## src/rtl/kpad_pkg.sv

```systemverilog
// Shared types, the standard 4x4 key map and the key decode helper for the keypad digit buffer.
package kpad_pkg;

  typedef enum logic {
    IDLE,
    HELD
  } kpad_state_t;

  // Nibble k holds the code for key index row*4+col; nibble 0 sits in the LSBs.
  localparam logic [63:0] KPAD_MAP4 = 64'hDF0E_C987_B654_A321;

  function automatic int unsigned kpad_decode(input int unsigned r_idx,
                                              input int unsigned c_idx,
                                              input int unsigned rows,
                                              input int unsigned cols);
    if (rows == 4 && cols == 4) begin
      return {28'd0, KPAD_MAP4[(r_idx * 4 + c_idx) * 4 +: 4]};
    end
    return r_idx * cols + c_idx;
  endfunction

endpackage

```

## src/rtl/kpad_onehot_enc.sv

```systemverilog
// One-hot to binary index encoder with one-hot and all-zero flags.
module kpad_onehot_enc #(
  parameter  int N     = 4,
  localparam int IDX_W = (N > 1) ? $clog2(N) : 1
) (
  input  logic [N-1:0]     vec,
  output logic [IDX_W-1:0] idx,
  output logic             one_hot,
  output logic             zero
);

  always_comb begin
    idx = '0;
    for (int i = 0; i < N; i++) begin
      if (vec[i]) idx = IDX_W'(i);
    end
  end

  assign zero    = (vec == '0);
  assign one_hot = !zero && ((vec & (vec - N'(1))) == '0);

endmodule

```

## src/rtl/kpad_digit_buffer.sv

```systemverilog
// Keypad decoder with a DEPTH-deep digit history, press/release tracking and multi-key errors.
// Optional history-clear key enabled by defining KPAD_CLEAR_EN.
module kpad_digit_buffer
  import kpad_pkg::*;
#(
  parameter int               ROWS       = 4,
  parameter int               COLS       = 4,
  parameter int               DEPTH      = 2,
  parameter int               CODE_W     = 4,
  parameter logic [CODE_W-1:0] CLEAR_CODE = 4'hE
) (
  input  logic                          clk,
  input  logic                          reset,
  input  logic [ROWS-1:0]               row,
  input  logic [COLS-1:0]               col,
  input  logic                          enable,
  output logic [DEPTH*CODE_W-1:0]       digits,
  output logic [$clog2(DEPTH+1)-1:0]    count,
  output logic [CODE_W-1:0]             key_code,
  output logic                          key_valid,
  output logic                          multi_err
);

  localparam int DIG_W  = DEPTH * CODE_W;
  localparam int CNT_W  = $clog2(DEPTH + 1);
  localparam int RIDX_W = (ROWS > 1) ? $clog2(ROWS) : 1;
  localparam int CIDX_W = (COLS > 1) ? $clog2(COLS) : 1;

`ifdef KPAD_CLEAR_EN
  localparam bit CLEAR_EN = 1'b1;
`else
  localparam bit CLEAR_EN = 1'b0;
`endif

  logic [RIDX_W-1:0] row_idx;
  logic [CIDX_W-1:0] col_idx;
  logic              row_oh, row_zero;
  logic              col_oh, col_zero;

  kpad_onehot_enc #(.N(ROWS)) u_row_enc (
    .vec     (row),
    .idx     (row_idx),
    .one_hot (row_oh),
    .zero    (row_zero)
  );

  kpad_onehot_enc #(.N(COLS)) u_col_enc (
    .vec     (col),
    .idx     (col_idx),
    .one_hot (col_oh),
    .zero    (col_zero)
  );

  logic [CODE_W-1:0] code;
  logic              is_valid, is_release, is_multi, clear_hit;

  assign code       = CODE_W'(kpad_decode(32'(row_idx), 32'(col_idx), ROWS, COLS));
  assign is_valid   = row_oh && col_oh;
  assign is_release = row_zero;
  // Anything with an active row that is not a clean single key is a multi-key sample.
  assign is_multi   = !row_zero && (col_zero || !is_valid);
  assign clear_hit  = CLEAR_EN && (code == CLEAR_CODE);

  kpad_state_t       state_q, state_d;
  logic [DIG_W-1:0]  digits_q, digits_d;
  logic [CNT_W-1:0]  count_q, count_d;
  logic [CODE_W-1:0] key_code_q, key_code_d;
  logic              key_valid_q, key_valid_d;
  logic              multi_err_q, multi_err_d;

  always_comb begin
    state_d     = state_q;
    digits_d    = digits_q;
    count_d     = count_q;
    key_code_d  = key_code_q;
    key_valid_d = 1'b0;
    multi_err_d = 1'b0;
    if (enable) begin
      unique case (state_q)
        IDLE: begin
          if (is_valid) begin
            key_code_d  = code;
            key_valid_d = 1'b1;
            state_d     = HELD;
            if (clear_hit) begin
              digits_d = '0;
              count_d  = '0;
            end else begin
              digits_d = (digits_q << CODE_W) | DIG_W'(code);
              if (count_q != CNT_W'(DEPTH)) count_d = count_q + CNT_W'(1);
            end
          end else if (is_multi) begin
            multi_err_d = 1'b1;
          end
        end
        HELD: begin
          // No rollover: a new key is only taken after a release sample.
          if (is_release) begin
            state_d = IDLE;
          end else if (is_multi) begin
            multi_err_d = 1'b1;
          end
        end
        default: state_d = IDLE;
      endcase
    end
  end

  always_ff @(posedge clk or negedge reset) begin
    if (!reset) begin
      state_q     <= IDLE;
      digits_q    <= '0;
      count_q     <= '0;
      key_code_q  <= '0;
      key_valid_q <= 1'b0;
      multi_err_q <= 1'b0;
    end else begin
      state_q     <= state_d;
      digits_q    <= digits_d;
      count_q     <= count_d;
      key_code_q  <= key_code_d;
      key_valid_q <= key_valid_d;
      multi_err_q <= multi_err_d;
    end
  end

  assign digits    = digits_q;
  assign count     = count_q;
  assign key_code  = key_code_q;
  assign key_valid = key_valid_q;
  assign multi_err = multi_err_q;

endmodule

```

## config.mk

```make
export PLATFORM = sky130hd
export DESIGN_NAME = kpad_digit_buffer
export DESIGN_NICKNAME = d
export VERILOG_FILES = /design/src/rtl/kpad_pkg.sv /design/src/rtl/kpad_onehot_enc.sv /design/src/rtl/kpad_digit_buffer.sv
export SDC_FILE = /design/constraint.sdc
export NUM_CORES = 1
export LEC_CHECK = 0
export CORE_UTILIZATION = 40
export CTS_CLUSTER_SIZE = 16
export DETAILED_ROUTE_END_ITERATION = 16
export GPL_TIMING_DRIVEN = 0
export PLACE_DENSITY = 0.74
export SETUP_SLACK_MARGIN = 0.5
export SLEW_MARGIN = 20
export SYNTH_ARGS = -nofsm -noshare
export SYNTH_HDL_FRONTEND = slang
export SYNTH_SLANG_ARGS = --single-unit
```

## constraint.sdc

```tcl
create_clock -name clk -period 1.4 [get_ports clk]
set_clock_uncertainty 0.05 [all_clocks]
set_input_delay 0.28 -clock clk [delete_from_list [all_inputs] [get_ports clk]]
set_output_delay 0.28 -clock clk [all_outputs]
set_load 0.01 [all_outputs]
```

==> flow_summary.toml <==
[sta]
slew-limit-headroom = 0.627
final.period_utilization = 1.06
max_freq_mhz = 675
rsz0062_at_grt = "yes"
finalMaxSlewViolations = 0
fin_crit_ps = 1480
setup_violations = 7
fin_hold_ws_ps = -67.7
tightest_slew_ps = 559
fin_ws_ps = -82.4
hold_violations = 13

[power_and_ir_drop]
power_density_nw_per_um2 = 1400
ir_drop_mv = 0.673
p_leak_nw = 0.686

[placement]
pre_cts_ws_ps = -857
placed_cell_area_um2 = 1130
dp_hpwl_mm = 1.23
gp_congestion = 0.764
io_buffers = 24

[detailed_routing]
drt-total-wl_mm = 1.86
drc = 0
dr.pass1.iters = 4
num_vias = 717
wire_per_inst_um = 12.5
first_iter_violations = 2
ant_nets = 0
avgViaCountPerCell = 4.81

[floorplan]
dieArea_um2 = 2280
core_region_area_um2 = 1960
io_pins = 27
initial_core_util = 0.427
die_h_um = 47.7
fp-row-count = 16
fp.dieW_um = 47.7

[worst_setup_path]
crit_path_top_delay_cell = "and4_4"
startpoint_type = "primary input"
max_stage_delay_ps = 320
required_ps = 1490
path_cells = "buf_2, nor2_1, xor2_2, and4_4, buf_12, mux2_4"
path_class = "in -> reg"
worst_ep_arrival_time_ps = 1580
crit_fanout = 5
crit_family = "simple AND/OR/NAND/NOR gates"
critPathCaptureType = "flip-flop"
cp_num_buf_inv = 2

[clock_network]
ctsHoldBuffers = 0
cts_tree = "yes"
cts_max_level = 1
root_buffer = "clkbuf_4"
clock_path_buffers = 2
clock_sinks = 13
insertion_delay_ps = 260
clk_pin_slew_worst_paths_ps = 80
cts_buffers = 3

[logic_synthesis]
synth_top_area_frac = 0.389
yosysWarnings = 0
ys_seq_elements = 13
synthCells = 77
synth_edf_count = 0
async_flop_share = 1.00
syn_area_um2 = 837
synth_nets = 93
ys_types = 30
ys.flop_type = "dfrtp_1"
yosysMostFrequentCell = "dfrtp_1"
synth_seq_area_share = 0.389
synthTopCellsByCount = "13 x dfrtp_1, 8 x inv_1, 7 x a21oi_1, 6 x mux2_4"
syn_avg_cell_area_um2 = 10.9
synth_top_cell_by_area = "dfrtp_1"
synth_area_leaders = "dfrtp_1 39%, mux2_4 11%, ha_1 7.5%"

[global_route]
grt_pass1_vias = 646
grt-ovfl-total = 0
grt_max_degree = 14
grt_usage = 0.168
antenna_found_initial = 0
grt_pass1_wl_mm = 2.65

[cells_and_area]
diodes = 0
drive_gt1_frac = 0.631
fin_area_um2 = 1370
num-nets-final = 139
area.growth.synth_to_final_pct = 64.1
fin_util = 0.700

[flow_run]
maxCapViolations = 0

[min_path]
hold_path_class = "in -> async"

[run_status]
violations = "hold timing, setup timing"
status = "finished, violations left"
-- power by group --
part           total, W  internal [W]  switching [W]
clock          0.000217      0.000110       0.000107
sequential     0.000611      0.000504       0.000107
combinational   0.00109      0.000683       0.000410
total           0.00192       0.00130       0.000624
-- final timing paths --
| check | from | endpoint | slack (ps) | cells past startpoint |
|---|---|---|---|---|
| worst max-delay path | col[1] | digits[7] | -80 | 6 |
| worst min-delay path | reset | digits[5] | -70 | 1 |
| worst max register to register | state_q | digits[7] | -40 | 4 |
| worst min register to register | digits[4] | digits[4] | 470 | 1 |
| max in group asynchronous | reset | digits[3] | 1000 | 1 |
| min in group clk | enable | state_q | 370 | 2 |
-- worst reg2reg max path, cell delays in order, from the launching register on --
cell	delay, ps
dfrtp_1	410
nor2b_1	130
and4_4	300
buf_12	130
mux2_4	300
-- layer usage --
layer | GRT usage | wire (µm) | part of all wire
met3 | 0.0264 | 108 | 0.058
met1 | 0.194 | 731 | 0.39
met5 | 0 | 0 | 0
met2 | 0.311 | 1020 | 0.55
met4 | 0.0556 | 0 | 0
-- cell type report --
type | instances | area, µm²
multi-input cells | 48 | 490
inverters | 8 | 30.0
flip-flops and latches | 13 | 325
fillers | 145 | 588
repair buffers | 41 | 377
well taps | 27 | 33.8
clock buffers | 4 | 26.3
plain buffers | 8 | 91.3
-- logic make-up (layout without fill, tap and decap cells) --
group / after synthesis / count (layout) / share of synthesized area
and+or+nand+nor: 13 / 13 / 0.0837
xor gates and xnor gates: 4 / 4 / 0.0419
muxes: 7 / 7 / 0.121
AOI/OAI and AO/OA: 19 / 19 / 0.178
DFF: 13 / 13 / 0.389
buffers and inverters: 16 / 61 / 0.112
adders and majority gates: 5 / 5 / 0.0747
-- registers in the layout, indices dropped and copies added (netlist names) --
name and cells:
count 2, key_valid 1, state_q 1, multi_err 1, digits 8
-- per-stage QoR --
step	setup TNS, ps	hold WS [ps]	total power, W	instances
2_1_floorplan	-1200	-65.6	0.00102	77
3_3_place_gp	-7920	444	0.00142	128
3_5_place_dp	-8290	450	0.00146	128
4_1_cts	-418	335	0.00182	147
5_1_grt	-713	-21.7	0.00205	149
6_report	-450	-67.7	0.00192	149
-- cell usage in the layout, fill, tap and decap left out, types with 2 or more instances in the layout --
master    instances
mux2_4            7
buf_6            17
buf_8             2
buf_4            13
nand2_1           2
clkbuf_4          3
clkbuf_2          2
a21o_2            2
nor2_4            2
buf_2             9
ha_1              4
inv_2             2
a21oi_1           5
nor2_1            4
a21oi_2           3
nor2b_1           2
dfrtp_1          13
inv_1             6
-- repair_timing --
action / CTS / global route
gates resized for setup: 116 / 13
pin swaps: 10 / 3
setup buffers: 14 / 2
cloned: 1 / 0
endpoints found under the setup margin: 29 / 42
endpoints found under the hold margin: 0 / 13
(Power assumes the default switching activity.)
